==> config.mk <==
export PLATFORM = sky130hd
export DESIGN_NAME = control_sequencer
export DESIGN_NICKNAME = d
export VERILOG_FILES = /design/src/rtl/control_sequencer.sv
export SDC_FILE = /design/constraint.sdc
export NUM_CORES = 1
export LEC_CHECK = 0
export ABC_AREA = 0
export BUFFER_PORTS_ARGS = -buffer_cell sky130_fd_sc_hd__buf_2
export CAP_MARGIN = 10
export CORE_AREA = 2 2 39 41
export CTS_BUF_LIST = sky130_fd_sc_hd__clkbuf_4 sky130_fd_sc_hd__clkbuf_8
export DETAILED_ROUTE_END_ITERATION = 10
export DIE_AREA = 0 0 41 43
export HOLD_SLACK_MARGIN = 0.03
export PLACE_DENSITY_LB_ADDON = 0.12
export RECOVER_POWER = 100
export SETUP_SLACK_MARGIN = 0.2
export SLEW_MARGIN = 0
export SYNTH_ARGS = -nofsm -noshare
export SYNTH_HDL_FRONTEND = slang
export SYNTH_SLANG_ARGS = --single-unit
export TNS_END_PERCENT = 1
==> constraint.sdc <==
create_clock -name clk -period 2.1 [get_ports clk]
set_input_delay 0.105 -clock clk [delete_from_list [all_inputs] [get_ports clk]]
set_output_delay 0.105 -clock clk [all_outputs]
set_load 0.02 [all_outputs]
==> src/rtl/control_sequencer.sv <==
// control_sequencer: five-step microcode sequencer that decodes the step, opcode and halt flag into a 16-bit control word.
// The control word is combinational; only the step counter and the sticky halt flag are registered.
module control_sequencer (
    input  logic        clk,
    input  logic        clr,
    input  logic [3:0]  opcode,
    output logic [15:0] ctrl,
    output logic [2:0]  t_state,
    output logic        halted
);
    typedef enum logic [2:0] {T0, T1, T2, T3, T4} step_t;

    localparam logic [15:0] HLT = 16'h8000, MI = 16'h4000, RI = 16'h2000, RO = 16'h1000;
    localparam logic [15:0] IO  = 16'h0800, II = 16'h0400, AI = 16'h0200, AO = 16'h0100;
    localparam logic [15:0] EO  = 16'h0080, SU = 16'h0040, BI = 16'h0020, OI = 16'h0010;
    localparam logic [15:0] CE  = 16'h0008, CO = 16'h0004, J  = 16'h0002;

    step_t step, step_n;
    logic  halted_n;

    always_ff @(posedge clk) begin
        if (clr) begin
            step   <= T0;
            halted <= 1'b0;
        end else begin
            step   <= step_n;
            halted <= halted_n;
        end
    end

    // An illegal step value recovers to T0 even while halted.
    always_comb begin
        step_n   = step;
        halted_n = halted;
        if (step > T4)
            step_n = T0;
        else if (!halted) begin
            if (step == T2 && opcode == 4'hF)
                halted_n = 1'b1;
            else
                step_n = (step == T4) ? T0 : step_t'(step + 3'd1);
        end
    end

    always_comb begin
        ctrl = 16'h0000;
        if (step > T4)
            ctrl = 16'h0000;
        else if (halted)
            ctrl = HLT;
        else
            case (step)
                T0: ctrl = CO | MI;
                T1: ctrl = RO | II | CE;
                T2:
                    case (opcode)
                        4'h1, 4'h2, 4'h3, 4'h4: ctrl = IO | MI;
                        4'h5:    ctrl = IO | AI;
                        4'h6:    ctrl = IO | J;
                        4'hE:    ctrl = AO | OI;
                        4'hF:    ctrl = HLT;
                        default: ctrl = 16'h0000;
                    endcase
                T3:
                    case (opcode)
                        4'h1:       ctrl = RO | AI;
                        4'h2, 4'h3: ctrl = RO | BI;
                        4'h4:       ctrl = AO | RI;
                        default:    ctrl = 16'h0000;
                    endcase
                T4:
                    case (opcode)
                        4'h2:    ctrl = EO | AI;
                        4'h3:    ctrl = EO | AI | SU;
                        default: ctrl = 16'h0000;
                    endcase
                default: ctrl = 16'h0000;
            endcase
    end

    assign t_state = step;
endmodule

==> flow_metrics.py <==
metrics = {
    "cts": {
        "worstSkewPairLatency_ns": 0.23,
        "clock_path_buffers": 2,
        "htree_levels": 1,
        "postCtsSetupRepairBufs": 0,
        "cts_tree": "yes",
        "cts_made_buffers": 3,
        "cts-hold-fix-buffers": 0,
        "cts-root-buf": "clkbuf_4",
        "clkTransAtPathRegs_ns": 0.04,
        "cts_sinks": 4,
    },
    "timing": {
        "fmax_mhz": 529,
        "setup_slack_ns": 0.209,
        "tns_ns": 0,
        "hold_violations": 0,
        "fin_skew_ns": 0.000147,
        "final-setup-viol-count": 0,
        "maxSlewViolCount": 0,
        "fin_crit_sh_pct": 90.1,
        "rsz0062_at_grt": "true",
        "post-route-min-period_ns": 1.89,
    },
    "min_path": {
        "holdCritStartpoint": "clr",
        "hold_end": "halted",
        "whs_path_depth": 2,
        "hp-class": "input port to register",
    },
    "route": {
        "routed_via_density": 5.19,
        "wire_per_inst_um": 11.9,
        "drt_iter0_markers": 4,
        "detail-route-antenna-nets": 0,
        "drcViolationCount": 0,
        "wirelength_um": 1310,
        "drtPass1Iterations": 2,
        "route.vias.total": 571,
    },
    "critical_path": {
        "regToRegEndpoint": "t_state[0]",
        "worstSetupPathType": "register to output pin",
        "critPathBufInv": 1,
        "timing.reg2reg.setup_slack_ns": 0.42,
        "cp.arrival_ns": 1.79,
        "start_kind": "register",
        "crit_path_max_fanout": 5,
        "critical-path-slowest-cell": "or3_4",
        "cp.required_ns": 2.00,
        "critPathMaxStageDelay_ns": 0.38,
        "r2r_start": "t_state[0]",
        "end_kind": "output pin",
        "reg2reg_depth": 5,
        "path_cells": "ha_1 > ha_2 > or3_4 > a21oi_4 > a211oi_1 > clkbuf_1",
        "crit_family": "adder cells",
    },
    "synthesis": {
        "synthFlopType": "dfxtp_1",
        "synth_largest_area_cell": "dfxtp_1",
        "synth_warnings": 0,
        "synthTopCellsByCount": "10 x nor2_1, 6 x nand2_1, 6 x nor3_1, 5 x ha_1, 4 x dfxtp_1",
        "syn_nets": 84,
        "synth-seq-area-share_pct": 14.7,
        "async_reset_ff_share_pct": 0,
        "synth_area_leaders": "dfxtp_1 15%, ha_1 11%, nor2_1 6.9%, nor3_1 5.5%, mux2_4 5.5%",
        "avgSynthCellArea_um2": 7.46,
        "synth-seq-cells": 4,
        "synth_edf_count": 0,
        "syn_area_um2": 544,
        "yosys.area.top_type_share_pct": 14.7,
        "synth_cells": 73,
        "yosys.cell_types.count": 32,
        "yosysMostFrequentCell": "nor2_1",
    },
    "die": {
        "row_count": 14,
        "start_util_pct": 39.3,
        "io_pins": 26,
        "die_area_um2": 1760,
        "core_area_um2": 1380,
        "dieHeight_um": 43,
        "die_x_um": 41,
    },
    "cells_and_area": {
        "final_core_util_pct": 47.6,
        "area_growth_pct": 20.9,
        "multi_input_area_um2": 415,
        "antennaDiodeCount": 0,
        "finalInstanceArea_um2": 658,
        "nets": 107,
        "fill_cells": 162,
        "drive_above_1_share_pct": 19.1,
        "seq_area_um2": 80.1,
    },
    "place": {
        "pre_cts_slack_ns": 0.390,
        "port_buffers": 24,
        "gp_congestion": 0.755,
        "dpl.hpwl_um": 1020,
        "placed_area_um2": 643,
    },
    "global_routing": {
        "grt_pass1_vias": 465,
        "antenna_found_initial": 0,
        "grt_max_degree": 14,
        "track_usage_pct": 16.6,
        "grt.overflow.total": 0,
        "grt_first_pass_wirelength_um": 1990,
    },
    "flow_run": {
        "drv_cap": 0,
    },
    "power": {
        "p_leak_nw": 0.281,
        "peakVddDrop_uv": 421,
        "cellPowerDensity_nw_per_um2": 652,
    },
    "outcome": {
        "status": "finished clean",
    },
}
-- worst max path at each step --
stage | from | endpoint | slack [ns] | cells after the start
after global placement | t_state[0] | ctrl[9] | 0.42 | 6
after floorplan | t_state[0] | ctrl[9] | 0.31 | 5
after detailed placement | t_state[0] | ctrl[9] | 0.39 | 6
after CTS | t_state[0] | ctrl[9] | 0.23 | 6
final | t_state[0] | ctrl[9] | 0.21 | 6
after global routing | t_state[0] | ctrl[9] | 0.11 | 6
-- layer usage --
layer | track usage [%] | vias to the layer above | part of all wire, %
li1 | - | 297 | -
met1 | 20.8 | 253 | 49
met2 | 25.9 | 21 | 45
met3 | 7.85 | 0 | 6.7
met4 | 2.00 | 0 | 0
met5 | 0 | - | 0
-- through the flow --
step / hold slack [ns] / instances / total power, mW
global route: 0.124 / 110 / 0.468
global placement: 0.368 / 107 / 0.332
CTS: 0.120 / 110 / 0.436
detailed placement: 0.366 / 107 / 0.334
floorplan: 0.177 / 73 / 0.276
finish: 0.126 / 110 / 0.429
-- logic make-up after synthesis --
kind of cell	Yosys count	share of synthesized area (%)
other	1	0.689
multiplexers	2	5.52
adder cells (fa/ha/maj)	5	11.5
flip-flops	4	14.7
AND/OR/NAND/NOR	42	42.8
buffers and inverters	10	11.0
AO/OA/AOI/OAI	9	13.8
-- sequential cells by signal, indices dropped and copies added, names as in the netlist --
register	count
halted	1
t_state	3
-- cells in the final DEF, fill, tap and decap left out, types with 2 or more instances in the layout --
| master | n |
|---|---|
| nand2_1 | 6 |
| nor3_1 | 6 |
| nor3b_1 | 2 |
| dfxtp_1 | 4 |
| a211oi_1 | 3 |
| clkbuf_4 | 3 |
| clkbuf_1 | 15 |
| nor2_1 | 10 |
| inv_1 | 3 |
| nor4_1 | 2 |
| ha_1 | 4 |
| buf_2 | 9 |
| mux2_1 | 2 |
| nor2b_1 | 3 |
-- worst register-to-register path, cell delays in order, from the launching register on --
cell and delay (ns):
dfxtp_1 0.39, inv_1 0.11, ha_1 0.25, and4_4 0.22, a31oi_4 0.26, mux2_1 0.34
-- report_power, final --
part / leakage, nW / switching, mW / internal (mW)
Clock: 0.0138 / 0.0293 / 0.0638
Sequential: 0.0328 / 0.0104 / 0.0865
Combinational: 0.235 / 0.152 / 0.0874
-- what timing repair did --
action | 4_1_cts | 5_1_grt
pin swaps | 1 | 1
endpoints found under the setup margin | 3 | 5
endpoints found under the hold margin | 0 | 0
resized for setup | 2 | 4
-- layout make-up --
type / count / area share (%)
multi-input cells: 59 / 63.1
inverters: 3 / 1.71
flip-flops and latches: 4 / 12.2
repair buffers: 25 / 16.5
well taps: 16 / 3.04
clock buffers: 3 / 3.42
Note: power is estimated with default switching activity, not from simulation.
